## src/rtl/mtimer.sv

```systemverilog
// Machine-mode timer: free-running 64-bit mtime with prescaler, mtimecmp compare
// register, ctrl.enable and a registered level interrupt behind a req/ack register bus.
module mtimer #(
    parameter int PRESCALE          = 1,
    parameter bit IRQ_AT_RESET_MASK = 1'b1
) (
    input  logic        clk,
    input  logic        rst_n,
    input  logic        req_i,
    input  logic        we_i,
    input  logic [4:0]  addr_i,
    input  logic [31:0] wdata_i,
    input  logic [3:0]  be_i,
    output logic [31:0] rdata_o,
    output logic        ack_o,
    output logic        err_o,
    output logic        timer_irq_o
);

    localparam logic [15:0] PRESC_LAST  = 16'(PRESCALE - 1);
    localparam logic [4:0]  A_MTIME_LO  = 5'h00;
    localparam logic [4:0]  A_MTIME_HI  = 5'h04;
    localparam logic [4:0]  A_MTCMP_LO  = 5'h08;
    localparam logic [4:0]  A_MTCMP_HI  = 5'h0C;
    localparam logic [4:0]  A_CTRL      = 5'h10;

    logic [63:0] mtime_q, mtime_d;
    logic [63:0] mtimecmp_q, mtimecmp_d;
    logic [31:0] hi_shadow_q, hi_shadow_d;
    logic [15:0] presc_q, presc_d;
    logic        enable_q, enable_d;
    logic        ack_q, ack_d;
    logic        err_q, err_d;
    logic [31:0] rdata_q, rdata_d;
    logic        irq_q, irq_d;

    logic accept, addr_bad, wr, rd, tick;

    function automatic logic [31:0] merge_bytes(input logic [31:0] old_w,
                                                input logic [31:0] new_w,
                                                input logic [3:0]  be);
        logic [31:0] r;
        r = old_w;
        for (int b = 0; b < 4; b++) begin
            if (be[b]) r[8*b +: 8] = new_w[8*b +: 8];
        end
        return r;
    endfunction

    always_comb begin
        accept   = req_i & ~ack_q;
        addr_bad = (addr_i[1:0] != 2'b00) || (addr_i > A_CTRL);
        wr       = accept & we_i & ~addr_bad;
        rd       = accept & ~we_i & ~addr_bad;
        tick     = enable_q && (presc_q == PRESC_LAST);

        mtime_d     = mtime_q;
        mtimecmp_d  = mtimecmp_q;
        hi_shadow_d = hi_shadow_q;
        presc_d     = presc_q;
        enable_d    = enable_q;
        ack_d       = accept;
        err_d       = accept & addr_bad;
        rdata_d     = '0;

        if (enable_q) begin
            presc_d = tick ? '0 : presc_q + 16'd1;
        end
        if (tick) begin
            mtime_d = mtime_q + 64'd1;
        end

        // A software write to mtime overrides the increment and restarts the prescaler.
        if (wr) begin
            case (addr_i)
                A_MTIME_LO: if (|be_i) begin
                    mtime_d = {mtime_q[63:32], merge_bytes(mtime_q[31:0], wdata_i, be_i)};
                    presc_d = '0;
                end
                A_MTIME_HI: if (|be_i) begin
                    mtime_d = {merge_bytes(mtime_q[63:32], wdata_i, be_i), mtime_q[31:0]};
                    presc_d = '0;
                end
                A_MTCMP_LO: mtimecmp_d[31:0]  = merge_bytes(mtimecmp_q[31:0], wdata_i, be_i);
                A_MTCMP_HI: mtimecmp_d[63:32] = merge_bytes(mtimecmp_q[63:32], wdata_i, be_i);
                A_CTRL:     if (be_i[0]) enable_d = wdata_i[0];
                default: ;
            endcase
        end

        if (rd) begin
            case (addr_i)
                A_MTIME_LO: begin
                    rdata_d     = mtime_q[31:0];
                    hi_shadow_d = mtime_q[63:32];
                end
                A_MTIME_HI: rdata_d = hi_shadow_q;
                A_MTCMP_LO: rdata_d = mtimecmp_q[31:0];
                A_MTCMP_HI: rdata_d = mtimecmp_q[63:32];
                A_CTRL:     rdata_d = {31'd0, enable_q};
                default: ;
            endcase
        end

        irq_d = enable_d & (mtime_d >= mtimecmp_d);
    end

    always_ff @(posedge clk) begin
        if (!rst_n) begin
            mtime_q     <= '0;
            mtimecmp_q  <= {64{IRQ_AT_RESET_MASK}};
            hi_shadow_q <= '0;
            presc_q     <= '0;
            enable_q    <= 1'b1;
            ack_q       <= 1'b0;
            err_q       <= 1'b0;
            rdata_q     <= '0;
            irq_q       <= 1'b0;
        end else begin
            mtime_q     <= mtime_d;
            mtimecmp_q  <= mtimecmp_d;
            hi_shadow_q <= hi_shadow_d;
            presc_q     <= presc_d;
            enable_q    <= enable_d;
            ack_q       <= ack_d;
            err_q       <= err_d;
            rdata_q     <= rdata_d;
            irq_q       <= irq_d;
        end
    end

    assign rdata_o     = rdata_q;
    assign ack_o       = ack_q;
    assign err_o       = err_q;
    assign timer_irq_o = irq_q;

endmodule

```

## config.mk

```make
export PLATFORM = sky130hd
export DESIGN_NAME = mtimer
export DESIGN_NICKNAME = d
export VERILOG_FILES = /design/src/rtl/mtimer.sv
export SDC_FILE = /design/constraint.sdc
export NUM_CORES = 1
export LEC_CHECK = 0
export BUFFER_PORTS_ARGS = -buffer_cell sky130_fd_sc_hd__buf_2
export CAP_MARGIN = 20
export CORE_MARGIN = 5
export CORE_UTILIZATION = 60
export DETAILED_ROUTE_END_ITERATION = 6
export PLACE_DENSITY = 0.77
export SLEW_MARGIN = 20
export SYNTH_ARGS = -nofsm -noshare
export SYNTH_HDL_FRONTEND = slang
export SYNTH_SLANG_ARGS = --single-unit
```

## constraint.sdc

```tcl
create_clock -name clk -period 12.8 [get_ports clk]
set_clock_uncertainty 0.15 [all_clocks]
set_input_delay 2.56 -clock clk [delete_from_list [all_inputs] [get_ports clk]]
set_output_delay 2.56 -clock clk [all_outputs]
set_load 0.01 [all_outputs]
```

# [Yosys cells after proc, flatten, opt, wreduce, memory -nomap -nowiden]
# Cells that the tools add are included.
[totals] ram_bits=0 wordCells=69 input_bits=45 output_inout_bits=35 ff_bits=212 n_memories=0 rom_bits=0 latchBits=0
[op_classes] n_bitwise=10 addsub=2 mux=33 n_eq_ne=4 n_reduce_logical=9 multipliers=0 order_cmp=2 div_mod_pow=0 shift=0
[ops] operator="64-bit 2-to-1 mux" n=5
[ops] operator="32-bit one-hot mux with 5 select lines" n=1
[ops] operator="8-bit 2-to-1 mux" n=16
[ops] operator="64-bit one-hot mux with 2 select lines" n=1
[ops] operator="16-bit 2-to-1 mux" n=5
[ops] operator="64-bit by 1-bit adder with 64-bit output (second input constant)" n=1
[ops] operator="64-bit greater-or-equal comparator" n=1
[ops] operator="32-bit 2-to-1 mux" n=2
[ops] operator="16-bit by 1-bit adder with 16-bit output (second input constant)" n=1
[ops] operator="16-bit logical NOT" n=1
[ops] operator="5-bit by 4-bit == test with 1-bit output (second input constant)" n=2
[ops] operator="1-bit bitwise AND" n=7
[ops] operator="5-bit by 3-bit == test with 1-bit output (second input constant)" n=1
[ops] operator="5-bit == test (second input constant)" n=1
[ops] operator="5-bit > comparator (second input constant)" n=1
[ops] operator="5-bit logical NOT" n=1
[ops] operator="2-bit AND reduction" n=2
[ops] operator="4-bit OR reduction" n=1
[ops] operator="1-bit 2-to-1 mux" n=3
[ops] operator="1-bit inverter" n=3
[ops] operator="2-bit nonzero test" n=1
[ops] operator="2-bit OR reduction" n=1
[ops] operator="1-bit logical AND" n=1
[ops] operator="1-bit logical OR" n=1

# [Longest topological paths before layout]
# Gate-level depths: netlist of the first run.
[logic_depth] depth_word=8 mapped_depth=16 depth_no_buf=15

# [Least setup slack after synthesis of the first run]
# Ideal clock, no wire load.
[synth_path] kind="input to register" start="input be_i[0]" end="register irq_q (netlist: timer_irq_o)" t_required_ns=12.527 path_slack_ns=6.882 path_buffers=4 arrival_ns=5.646 cell_stages=14 cell_sequence="clkbuf_1 or4_1 nand3_1 buf_2 buf_1 buf_1 a22oi_1 ha_1 and3_1 a221oi_1 nor4_1 a2111oi_0 o22a_1 o21ai_0"
[synth_via] elab_chain_cells=6 elab_cells_between_ends=17 cone_classes="1 x order compare; 14 x mux; 1 x bitwise; 1 x reduce/logical"
[synth_lines] item="start: declaration" line_no="13" rtl="input logic [3:0] be_i,"
[synth_lines] item="4-bit OR reduction *" line_no="76, 80"
[synth_lines] item="64-bit 2-to-1 mux (on tied branches)" line_no="80, 76"
[synth_lines] item="64-bit one-hot mux with 2 select lines *" line_no="75" rtl="case (addr_i)"
[synth_lines] item="64-bit 2-to-1 mux *" line_no="74" rtl="if (wr) begin"
[synth_lines] item="net mtime_d[51]" line_no="27" rtl="logic [63:0] mtime_q, mtime_d;"
[synth_lines] item="64-bit greater-or-equal comparator *" line_no="105" rtl="irq_d = enable_d & (mtime_d >= mtimecmp_d);"
[synth_lines] item="1-bit bitwise AND *" line_no="105"
[synth_lines] item="end signal: assignment" line_no="128" rtl="irq_q <= irq_d;"
[synth_lines] item="end: declaration" line_no="35" rtl="logic irq_q, irq_d;"
# The timed path passes the listed nets; every way through them passes the cells marked *.
# A chain may end at the register's enable or synchronous reset.

# [Worst setup path in the final report of the first run]
[layout_path] start="input addr_i[1]" end="register irq_q (netlist: timer_irq_o)"
[layout_via] elab_chain_cells=7 elab_cells_between_ends=19 cone_classes="2 x order compare; 4 x eq/ne; 7 x mux; 3 x bitwise; 3 x reduce/logical"
[layout_lines] item="start: declaration" line_no="11" rtl="input logic [4:0] addr_i,"
[layout_lines] item="5-bit > comparator / 2-bit nonzero test (equally long branches)" line_no="52" rtl="addr_bad = (addr_i[1:0] != 2'b00) || (addr_i > A_CTRL);"
[layout_lines] item="1-bit logical OR" line_no="52"
[layout_lines] item="1-bit inverter" line_no="53" rtl="wr = accept & we_i & ~addr_bad;"
[layout_lines] item="1-bit bitwise AND" line_no="53"
[layout_lines] item="64-bit 2-to-1 mux" line_no="74"
[layout_lines] item="64-bit greater-or-equal comparator" line_no="105"
[layout_lines] item="1-bit bitwise AND *" line_no="105"
# Every way passes the cells marked *; elsewhere a longest branch is shown, timed or not.

==> reports/qor.yml, run 1 <==
outcome: "finished, violations left"
violations_in_the_final_reports: "design-rule violations"
die_area_um2: 24200
tritoncts: "built"
critical_path.top_delay_family: "simple AND/OR/NAND/NOR gates"
io-pin-count: 80
portion_of_the_clock_cycle_consumed_by_the_worst_path_in_the_final_layout_pct: 53.5
clock_sink_count: 212
synth_area_leaders: "sky130_fd_sc_hd__dfxtp_1 (33%), sky130_fd_sc_hd__ha_1 (6.6%), sky130_fd_sc_hd__nand2_1 (6.5%), sky130_fd_sc_hd__mux2i_1 (6.1%), sky130_fd_sc_hd__nor2_1 (4.8%)"
syn-num-nets: 1704
first_global_vias: 12481
grt_antenna_before_repair: 0
ant_nets: 0
timing.critical_path.to_type: "flip-flop"
total_power_mw: 1.49
relSlewSlack_pct: 30.2
worst_hold_path.num_cells: 2
num_vias: 13071
cts-root-to-sink-buffers: 3
postCtsHoldBufs: 0
core_outline_area_um2: 21000
synth_ff_type: "sky130_fd_sc_hd__dfxtp_1"
critical_path_buf_inv_count: 2
crit_path_max_incr_delay_ns: 0.81
drcViolationCount: 1
viasPerCell: 6.92
multiInputGateArea_um2: 7990
fmax_ghz: 0.146
power.density_nw_per_um2: 107
post_cts_resized: 0
seq_area_um2: 4240
clock_latency_ns: 0.54
diodes: 0
worst_ep_arrival_time_ns: 7.12
dr.first_iter.drc_count: 1588
nature_of_the_critical_path_startpoint: "input pin"
path_max_fanout: 34
detail_route.wirelength_um: 45900
cts.reportedPaths.clkPinSlew_ns: 0.07
detail_route.wl_per_cell_um: 24.3
pin_count_of_the_biggest_net_entering_global_routing: 63
timing.final.hold_violations: 0
reg2reg_depth: 13
synthesis.area_um2: 12700
netlist.area_leader.share_pct: 33.4
yosys.area.top_type: "sky130_fd_sc_hd__dfxtp_1"
mostFrequentLayoutCell: "sky130_fd_sc_hd__nand2_1"
finalSetupViolCount: 0
synth_async_sr_flop_share_pct: 0
crit_path_depth: 14
rows: 53
grt_remaining_overflow: 0
timing_worst_setup_path_type: "input pin to flip-flop"
areaGrowthSynthToFinish_pct: 9.77
crit_path_cell_trace: "buf_2 > nor4b_4 > buf_4 > nand2_1 > nor3_1 > and2_1 > mux2i_1 > ha_1 > a21o_1 > a221oi_1 > nor4_1 > a2111oi_0 > o22a_1 > o21ai_0"
placement.io_buffers: 79
grt_pass1_wl_um: 70700
die_height_um: 156
endpoint_required_time_on_the_critical_path_ns: 13.08
postSynthAreaPerCell_um2: 7.99
synth_seq_cells: 212
final_layout_size_suffix_gt1_share_pct: 10.5
synth-warning-count: 0
num-nets-final: 1709
max_cap_violations: 0
finalCriticalPeriod_ns: 6.85
yosysSeqAreaShare_pct: 33.4
worst_ir_drop_vdd_uv: 115
initial_core_util_pct: 60.7
fp.dieW_um: 156
p_leak_nw: 5.49
timing.setup.tns_ns: 0
fillCellCount: 1854
htreeDepth: 1
dr.pass1.iters: 7
hold_class: "flip-flop to flip-flop"
timing_worst_slew_pin_value_ns: 1.04
ctsRootBufferMaster: "sky130_fd_sc_hd__clkbuf_16"
critPathSlowestCell: "sky130_fd_sc_hd__nor3_1"
layout_common_cells: "sky130_fd_sc_hd__nand2_1 (219), sky130_fd_sc_hd__dfxtp_1 (212), sky130_fd_sc_hd__nor2_1 (159)"
yosys.cell_types.count: 75
grt_setup_unrepaired: "no"
postSynthCellCount: 1592
cts_setup_buffers: 0
routabilityCongestion: 1.02
place_hpwl_um: 32000
cts_buffers: 24
grt.total_usage_pct: 36.9
synth-edff-count: 0
maxSlewViolCount: 0
==> layer usage <==
layer,GRT usage [%],routed length [um],vias to the layer above
met5,0,0,-
met4,21.8,3300,0
met3,7.10,5120,252
met2,58.5,20400,914
met1,47.0,17100,6044
li1,-,-,5861
==> worst reg2reg max path, stage by stage (launching register included) <==
cell	delay (ns)
sky130_fd_sc_hd__dfxtp_1	0.31
sky130_fd_sc_hd__buf_4	0.25
sky130_fd_sc_hd__nor4b_1	0.41
sky130_fd_sc_hd__nand4_2	0.66
sky130_fd_sc_hd__nor4_4	1.12
sky130_fd_sc_hd__mux2i_1	0.21
sky130_fd_sc_hd__a221oi_2	0.30
sky130_fd_sc_hd__ha_1	0.27
sky130_fd_sc_hd__and3_1	0.21
sky130_fd_sc_hd__a221oi_1	0.35
sky130_fd_sc_hd__nor4_1	0.08
sky130_fd_sc_hd__a2111oi_0	0.65
sky130_fd_sc_hd__o22a_1	0.25
sky130_fd_sc_hd__o21ai_0	0.07
==> through the flow <==
stage | worst slack [ns] | util [%] | hold slack (ns) | cells | cell area [um2]
2_1_floorplan | 6.88 | - | 0.286 | 1592 | 12700
3_3_place_gp | 5.52 | 62.6 | 0.294 | 1846 | 13100
3_5_place_dp | 5.48 | 62.6 | 0.301 | 1846 | 13100
4_1_cts | 6.02 | 66.6 | 0.310 | 1889 | 14000
5_1_grt | 5.77 | 66.6 | 0.333 | 1889 | 14000
6_report | 5.95 | 66.6 | 0.313 | 1889 | 14000
==> final cells by class <==
cell class              instances  share of cell area [%]
repair buffers                 94                    3.66
flip-flops and latches        212                    30.4
clock buffers                  31                    4.78
well taps                     275                    2.47
inverters                      10                   0.269
clock inverters                12                    1.20
multi-input cells            1255                    57.2
==> flip-flops by register name, indices dropped and copies added, names as in the netlist <==
name,cells
ack_o,1
enable_q,1
err_o,1
hi_shadow_q,32
mtime_q,64
mtimecmp_q,64
presc_q,16
rdata_o,32
timer_irq_o,1
==> synth_stat cells, types with 13 or more instances <==
library cell and number:
sky130_fd_sc_hd__nand2_1 219, sky130_fd_sc_hd__dfxtp_1 212, sky130_fd_sc_hd__nor2_1 161, sky130_fd_sc_hd__a21oi_1 98, sky130_fd_sc_hd__clkbuf_1 87, sky130_fd_sc_hd__mux2i_1 78, sky130_fd_sc_hd__ha_1 67, sky130_fd_sc_hd__nor3_1 65
sky130_fd_sc_hd__and2_1 56, sky130_fd_sc_hd__nand3_1 55, sky130_fd_sc_hd__o21ai_0 51, sky130_fd_sc_hd__nand4_1 45, sky130_fd_sc_hd__a22o_1 34, sky130_fd_sc_hd__a222oi_1 31, sky130_fd_sc_hd__xnor2_1 28, sky130_fd_sc_hd__nor4_1 27
sky130_fd_sc_hd__and3_1 25, sky130_fd_sc_hd__a211oi_1 21, sky130_fd_sc_hd__and4_1 20, sky130_fd_sc_hd__or3_1 17, sky130_fd_sc_hd__a22oi_1 14, sky130_fd_sc_hd__xor2_1 14, sky130_fd_sc_hd__or4_1 13
==> cell families after synthesis <==
logic type | synth area share [%]
compound gates | 16.8
simple gates | 29.7
xor+xnor | 2.89
fa+ha+maj | 6.59
mux | 6.41
buf+inv | 4.20
flops | 33.4
==> power by group <==
group          total [mW]  internal (mW)  switching (mW)
registers           0.670          0.663         0.00666
clock network       0.727          0.432           0.295
logic              0.0917         0.0279          0.0638
==> worst paths after layout <==
check,start,end,slack (ns)
hold / removal,hi_shadow_q[31]$_SDFFE_PN0P_,hi_shadow_q[31]$_SDFFE_PN0P_,0.31
setup reg to reg,enable_q$_SDFF_PN1_,timer_irq_o$_SDFF_PN0_,7.41
setup / recovery,addr_i[1],timer_irq_o$_SDFF_PN0_,5.95
hold reg to reg,hi_shadow_q[31]$_SDFFE_PN0P_,hi_shadow_q[31]$_SDFFE_PN0P_,0.31
Note: power is estimated with default switching activity, not from simulation.
==> inputs of run 2 (changes only) <==
ABC_AREA = 1   (was default)
CORE_UTILIZATION = 56   (was 60)
PLACE_DENSITY = 0.75   (was 0.77)
clock period = 6.2 ns   (was 12.8 ns; I/O delays follow)
==> reports/qor.yml, run 2 <==
initial_core_util_pct: 56.9  # was 60.7%
drcViolationCount: 3  # was 1
postPlaceCellArea_um2: 14400  # was 13100 um2
mostFrequentLayoutCell: "sky130_fd_sc_hd__nand2_1"  # unchanged
ctsRootBufferMaster: "sky130_fd_sc_hd__clkbuf_16"  # unchanged
grt_setup_unrepaired: "no"  # unchanged
p_leak_nw: 6.75  # was 5.49 nW
timing_worst_setup_path_type: "input pin to flip-flop"  # unchanged
clock_latency_ns: 0.53  # was 0.54 ns
final_layout_size_suffix_gt1_share_pct: 8.78  # was 10.5%
grt_pass1_wl_um: 78600  # was 70700 um
timing.critical_path.to_type: "flip-flop"  # unchanged
crit_path_max_incr_delay_ns: 0.49  # was 0.81 ns
worst_ep_arrival_time_ns: 4.97  # was 7.12 ns
cts.reportedPaths.clkPinSlew_ns: 0.07  # about the same
die_area_um2: 27900  # was 24200 um2
first_global_vias: 14243  # was 12481
synthesis.area_um2: 13800  # was 12700 um2
layout_common_cells: "sky130_fd_sc_hd__nand2_1 (637), sky130_fd_sc_hd__nor2_1 (263), sky130_fd_sc_hd__inv_1 (241)"  # was sky130_fd_sc_hd__nand2_1 (219), sky130_fd_sc_hd__dfxtp_1 (212), sky130_fd_sc_hd__nor2_1 (159)
synth_seq_cells: 212  # unchanged
setup.reg_to_reg.worst_slack_ns: 1.93  # was 7.41 ns
postSynthCellCount: 2145  # was 1592
synth-edff-count: 0  # unchanged
timing.setup.tns_ns: 0  # unchanged
detail_route.wl_per_cell_um: 19.9  # was 24.3 um
num_vias: 14918  # was 13071
synth-warning-count: 0  # unchanged
endpoint_required_time_on_the_critical_path_ns: 6.48  # was 13.08 ns
relSlewSlack_pct: 29.0  # was 30.2%
dr.pass1.iters: 7  # unchanged
viasPerCell: 5.91  # was 6.92
hold_class: "flip-flop to flip-flop"  # unchanged
outcome: "finished, violations left"  # unchanged
timing_worst_slew_pin_value_ns: 1.06  # was 1.04 ns
max_cap_violations: 0  # unchanged
syn-num-nets: 2257  # was 1704
yosys.cell_types.count: 49  # was 75
timing.final.hold_violations: 0  # unchanged
grt_remaining_overflow: 0  # unchanged
diodes: 0  # unchanged
io-pin-count: 80  # unchanged
cts_setup_buffers: 0  # unchanged
fp.dieW_um: 167  # was 156 um
core_outline_area_um2: 24200  # was 21000 um2
post_cts_resized: 0  # unchanged
synth_ff_type: "sky130_fd_sc_hd__dfxtp_1"  # unchanged
placement.io_buffers: 79  # unchanged
finalCriticalPeriod_ns: 4.69
critPathSlowestCell: "sky130_fd_sc_hd__nor3_4"  # was sky130_fd_sc_hd__nor3_1
routabilityCongestion: 1.04  # was 1.02
synth_area_leaders: "sky130_fd_sc_hd__dfxtp_1 (31%), sky130_fd_sc_hd__nand2_1 (17%), sky130_fd_sc_hd__nor2_1 (7.2%), sky130_fd_sc_hd__inv_1 (6.6%), sky130_fd_sc_hd__ha_1 (6.1%)"  # was sky130_fd_sc_hd__dfxtp_1 (33%), sky130_fd_sc_hd__ha_1 (6.6%), sky130_fd_sc_hd__nand2_1 (6.5%), sky130_fd_sc_hd__mux2i_1 (6.1%), sky130_fd_sc_hd__nor2_1 (4.8%)
pin_count_of_the_biggest_net_entering_global_routing: 65  # was 63
portion_of_the_clock_cycle_consumed_by_the_worst_path_in_the_final_layout_pct: 75.6
synth_async_sr_flop_share_pct: 0  # unchanged
rows: 57  # was 53
areaGrowthSynthToFinish_pct: 10.2  # was 9.77%
crit_path_cell_trace: "buf_2 > nor2_1 > nand2_1 > nand2_2 > nand3_4 > nor3_4 > nand2_1 > buf_12 > inv_2 > o21ai_0 > inv_1 > ha_1 > nand2_1 > nor2_1 > nor3_1 > nand2_1 > a21oi_1 > nand2_1 > nand2_1 > nand3_1 > nand2_1 > inv_1"  # was buf_2 > nor4b_4 > buf_4 > nand2_1 > nor3_1 > and2_1 > mux2i_1 > ha_1 > a21o_1 > a221oi_1 > nor4_1 > a2111oi_0 > o22a_1 > o21ai_0
yosysSeqAreaShare_pct: 30.8  # was 33.4%
tritoncts: "built"  # unchanged
nature_of_the_critical_path_startpoint: "input pin"  # unchanged
total_power_mw: 2.94  # was 1.49 mW
ant_nets: 0  # unchanged
layout.cell_area.non_filler_um2: 15200  # was 14000 um2
violations_in_the_final_reports: "design-rule violations"  # unchanged
power.density_nw_per_um2: 194  # was 107 nW/um2
grt.total_usage_pct: 34.9  # was 36.9%
grt_antenna_before_repair: 0  # unchanged
fmax_ghz: 0.213
maxSlewViolCount: 0  # unchanged
worst_ir_drop_vdd_uv: 238  # was 115 uV
fillCellCount: 2303  # was 1854
cts-root-to-sink-buffers: 3  # unchanged
path_max_fanout: 43  # was 34
htreeDepth: 1  # unchanged
yosys.area.top_type: "sky130_fd_sc_hd__dfxtp_1"  # unchanged
netlist.area_leader.share_pct: 30.8  # was 33.4%
place_hpwl_um: 37800  # was 32000 um
dr.first_iter.drc_count: 1821  # was 1588
die_height_um: 167  # was 156 um
clock_sink_count: 212  # unchanged
cts_buffers: 23  # was 24
detail_route.wirelength_um: 50100  # was 45900 um
postCtsHoldBufs: 0  # unchanged
yosys-top-cells-count: "sky130_fd_sc_hd__nand2_1 (637), sky130_fd_sc_hd__nor2_1 (264), sky130_fd_sc_hd__inv_1 (242)"  # was sky130_fd_sc_hd__nand2_1 (219), sky130_fd_sc_hd__dfxtp_1 (212), sky130_fd_sc_hd__nor2_1 (161)
largest_registers: "mtime_q x64, mtimecmp_q x64"  # unchanged
synth.most_common_cell: "sky130_fd_sc_hd__nand2_1"  # unchanged
finalSetupViolCount: 0  # unchanged
num-nets-final: 2294  # was 1709
postSynthAreaPerCell_um2: 6.43  # was 7.99 um2
critPathMostFrequentCell: "sky130_fd_sc_hd__nand2_1"
[run 2: cell count changes in the layout (fill, tap and decap cells not counted), sizes merged, moves of 35 or more]
cell   previous run  this run
and2             58         2
inv              11       251
nand2           220       640
nand3            55       149
nor2            161       277
nor3             66        31
o21ai            52       121
[run 2: worst paths after layout]
| kind | startpoint | cells past startpoint | endpoint |
|---|---|---|---|
| max | addr_i[2] | 22 | timer_irq_o$_SDFF_PN0_ |
| min | hi_shadow_q[29]$_SDFFE_PN0P_ | 2 | hi_shadow_q[29]$_SDFFE_PN0P_ |
| max reg2reg | presc_q[0]$_SDFF_PN0_ | 24 | timer_irq_o$_SDFF_PN0_ |
| min reg2reg | hi_shadow_q[29]$_SDFFE_PN0P_ | 2 | hi_shadow_q[29]$_SDFFE_PN0P_ |
[run 2: area by class of cell]
class	count	area, um2	share of cell area [%]
clock buffer	29	638	4.20
clock inverter	13	145	0.956
inverter	250	938	6.18
multi-input combinational	1595	8240	54.2
sequential	212	4240	27.9
tap	324	405	2.67
timing repair buffer	100	578	3.81
[run 2: routing by layer]
metal	up-vias	GRT usage (%)	part of all wire, %
li1	7048	-	-
met1	6957	48.0	43
met2	791	55.9	45
met3	122	6.19	9.6
met4	0	10.9	3.4
met5	-	0	0
[run 2: cell families (layout without fill, tap and decap cells)]
group,count (synthesis),after routing,synth area share (%)
flip-flops,212,212,30.8
AND/OR/NAND/NOR,1161,1161,36.0
multiplexers,44,44,3.19
XOR/XNOR,30,30,1.91
AO/OA/AOI/OAI,293,293,12.5
buffers and inverters,338,392,9.52
adder cells (fa/ha/maj),67,67,6.08
[run 2: critical path, delay by kind of cell]
kind / cells / cell delay (ns)
buf+inv: 5 / 0.88
simple gates: 14 / 2.06
compound gates: 2 / 0.53
fa+ha+maj: 1 / 0.23
[run 2: power breakdown]
group	internal, mW	switching (mW)	total (mW)
Clock	0.821	0.596	1.42
Combinational	0.0399	0.113	0.153
Sequential	1.37	0.00577	1.37
Total	2.23	0.715	2.94
[run 2: stage by stage]
step                hold WS [ns]  instances  setup WS [ns]  utilization [%]
finish                     0.296       2523           1.51             62.6
global route               0.317       2523           1.27             62.6
CTS                        0.298       2523           1.60             62.6
detailed placement         0.287       2481           1.05             59.4
global placement           0.283       2481           1.15             59.4
floorplan                  0.274       2145           2.50                -
==> inputs of run 3 (changes only) <==
clock period = 3.9 ns   (was 6.2 ns; I/O delays follow)
==> reports/qor.yml, run 3 (synthesized netlist as in run 2, its figures left out) <==
outcome: "finished, final reports clean"  # was finished, violations left
critPathMostFrequentCell: "sky130_fd_sc_hd__nand2_1"  # unchanged
viasPerCell: 5.77  # was 5.91
timing.final.hold_violations: 0  # unchanged
rows: 57  # unchanged
path_max_fanout: 5  # was 43
grt_setup_unrepaired: "no"  # unchanged
relSlewSlack_pct: 49.6  # was 29.0%
fillCellCount: 2155  # was 2303
cts-root-to-sink-buffers: 3  # unchanged
pin_count_of_the_biggest_net_entering_global_routing: 101  # was 65
grt_antenna_before_repair: 1  # was 0
place_hpwl_um: 39300  # was 37800 um
clock_sink_count: 212  # unchanged
cts.reportedPaths.clkPinSlew_ns: 0.06  # was 0.07 ns
layout_common_cells: "sky130_fd_sc_hd__nand2_1 (634), sky130_fd_sc_hd__nor2_1 (255), sky130_fd_sc_hd__inv_1 (241)"  # was sky130_fd_sc_hd__nand2_1 (637), sky130_fd_sc_hd__nor2_1 (263), sky130_fd_sc_hd__inv_1 (241)
num-nets-final: 2395  # was 2294
io-pin-count: 80  # unchanged
detail_route.wl_per_cell_um: 19.6  # was 19.9 um
areaGrowthSynthToFinish_pct: 16.7  # was 10.2%
routabilityCongestion: 1.07  # was 1.04
p_leak_nw: 7.28  # was 6.75 nW
postLayoutCoreUtil_pct: 66.3  # was 62.6%
critical_path.top_delay_family: "simple AND/OR/NAND/NOR gates"  # unchanged
timing.critical_path.to_type: "flip-flop"  # unchanged
largest_registers: "mtime_q x64, mtimecmp_q x64"  # unchanged
maxSlewViolCount: 0  # unchanged
timing_worst_slew_pin_value_ns: 0.755  # was 1.06 ns
seq_area_um2: 4250  # was 4240 um2
htreeDepth: 1  # unchanged
drcViolationCount: 0  # was 3
endpoint_required_time_on_the_critical_path_ns: 4.22  # was 6.48 ns
ctsRootBufferMaster: "sky130_fd_sc_hd__clkbuf_16"  # unchanged
cts_buffers: 23  # unchanged
critical_path_buf_inv_count: 4  # was 5
grt.total_usage_pct: 35.6  # was 34.9%
finalCriticalPeriod_ns: 3.71
clock_latency_ns: 0.52  # was 0.53 ns
nature_of_the_critical_path_startpoint: "flip-flop"  # was input pin
tritoncts: "built"  # unchanged
die_area_um2: 27900  # unchanged
mostFrequentLayoutCell: "sky130_fd_sc_hd__nand2_1"  # unchanged
first_global_vias: 14493  # was 14243
detail_route.wirelength_um: 51300  # was 50100 um
diodes: 0  # unchanged
fp.dieW_um: 167  # unchanged
core_outline_area_um2: 24200  # unchanged
crit_path_max_incr_delay_ns: 0.42  # was 0.49 ns
final_layout_size_suffix_gt1_share_pct: 13.4  # was 8.78%
power.density_nw_per_um2: 286  # was 194 nW/um2
final.hold.worst_slack_ns: 0.292  # was 0.296 ns
finalSetupViolCount: 0  # unchanged
dr.pass1.iters: 7  # unchanged
fmax_ghz: 0.270
initial_core_util_pct: 56.9  # unchanged
ant_nets: 0  # unchanged
hold_class: "flip-flop to flip-flop"  # unchanged
critPathSlowestCell: "sky130_fd_sc_hd__dfxtp_1"  # was sky130_fd_sc_hd__nor3_4
portion_of_the_clock_cycle_consumed_by_the_worst_path_in_the_final_layout_pct: 95.0
max_cap_violations: 0  # unchanged
pre_cts_ws_ns: -0.199  # was 1.05 ns
grt_pass1_wl_um: 80000  # was 78600 um
timing_worst_setup_path_type: "flip-flop to flip-flop"  # was input pin to flip-flop
dr.first_iter.drc_count: 1704  # was 1821
worst_ir_drop_vdd_uv: 327  # was 238 uV
grt_remaining_overflow: 0  # unchanged
crit_path_cell_trace: "ha_1 > nand3_1 > inv_1 > nand3_1 > nand3b_1 > nor2_4 > buf_4 > nand2_1 > nand2_1 > nand3_1 > nand2_1 > inv_1 > ha_1 > nand2_1 > nor3_2 > nand4_1 > nor2_1 > nand4_1 > nand3_1 > nand2_1 > inv_1"  # was buf_2 > nor2_1 > nand2_1 > nand2_2 > nand3_4 > nor3_4 > nand2_1 > buf_12 > inv_2 > o21ai_0 > inv_1 > ha_1 > nand2_1 > nor2_1 > nor3_1 > nand2_1 > a21oi_1 > nand2_1 > nand2_1 > nand3_1 > nand2_1 > inv_1
placement.io_buffers: 79  # unchanged
worst_ep_arrival_time_ns: 4.02  # was 4.97 ns
layout_setup_ws_ns: 0.195  # was 1.51 ns
die_height_um: 167  # unchanged
num_vias: 15136  # was 14918
multiInputGateArea_um2: 8310  # was 8240 um2
==> run 3: area by class of cell <==
class / count / share of cell area (%)
tap: 324 / 2.52
clock buffer: 33 / 4.00
multi-input combinational: 1595 / 51.7
inverter: 250 / 5.83
clock inverter: 6 / 0.537
sequential: 212 / 26.4
timing repair buffer: 201 / 9.01
==> run 3: metal layers <==
| metal | up-vias | global-route usage [%] | wire length (um) |
|---|---|---|---|
| li1 | 7255 | - | - |
| met1 | 7011 | 49.9 | 21900 |
| met2 | 737 | 57.3 | 23100 |
| met3 | 133 | 4.41 | 4680 |
| met4 | 0 | 11.4 | 1610 |
| met5 | - | 0 | 0 |
==> run 3: worst paths after layout <==
path                                     start                      endpoint  slack (ns)  cells past startpoint
hold reg to reg   hi_shadow_q[12]$_SDFFE_PN0P_  hi_shadow_q[12]$_SDFFE_PN0P_        0.29                      2
setup reg to reg         mtime_q[1]$_SDFF_PN0_        timer_irq_o$_SDFF_PN0_        0.19                     21
hold / removal    hi_shadow_q[12]$_SDFFE_PN0P_  hi_shadow_q[12]$_SDFFE_PN0P_        0.29                      2
setup / recovery         mtime_q[1]$_SDFF_PN0_        timer_irq_o$_SDFF_PN0_        0.19                     21
==> run 3: what timing repair did <==
action | in CTS | in global routing
endpoints found under the setup margin | 0 | 1
hold buffers | 0 | 0
setup buffers | 0 | 3
resized for setup | 0 | 26
==> run 3: where the power goes <==
| part | internal (mW) | total (mW) | switching (mW) |
|---|---|---|---|
| logic | 0.0776 | 0.267 | 0.189 |
| registers | 2.17 | 2.18 | 0.00726 |
| clock network | 1.27 | 2.16 | 0.888 |
| total | 3.52 | 4.61 | 1.08 |
==> run 3: through the flow <==
step | instances | instance area [um2] | total power, mW | TNS [ns]
2_1_floorplan | 2145 | 13800 | 2.37 | 0
3_3_place_gp | 2579 | 15300 | 2.48 | -0.175
3_5_place_dp | 2579 | 15300 | 2.48 | -0.199
4_1_cts | 2618 | 16000 | 4.62 | 0
5_1_grt | 2621 | 16100 | 4.74 | 0
6_report | 2621 | 16100 | 4.61 | 0
==> run 3: worst min-delay path, stage by stage (launching register included) <==
cell	delay, ns
sky130_fd_sc_hd__dfxtp_1	0.30
sky130_fd_sc_hd__inv_1	0.04
sky130_fd_sc_hd__a21oi_1	0.05
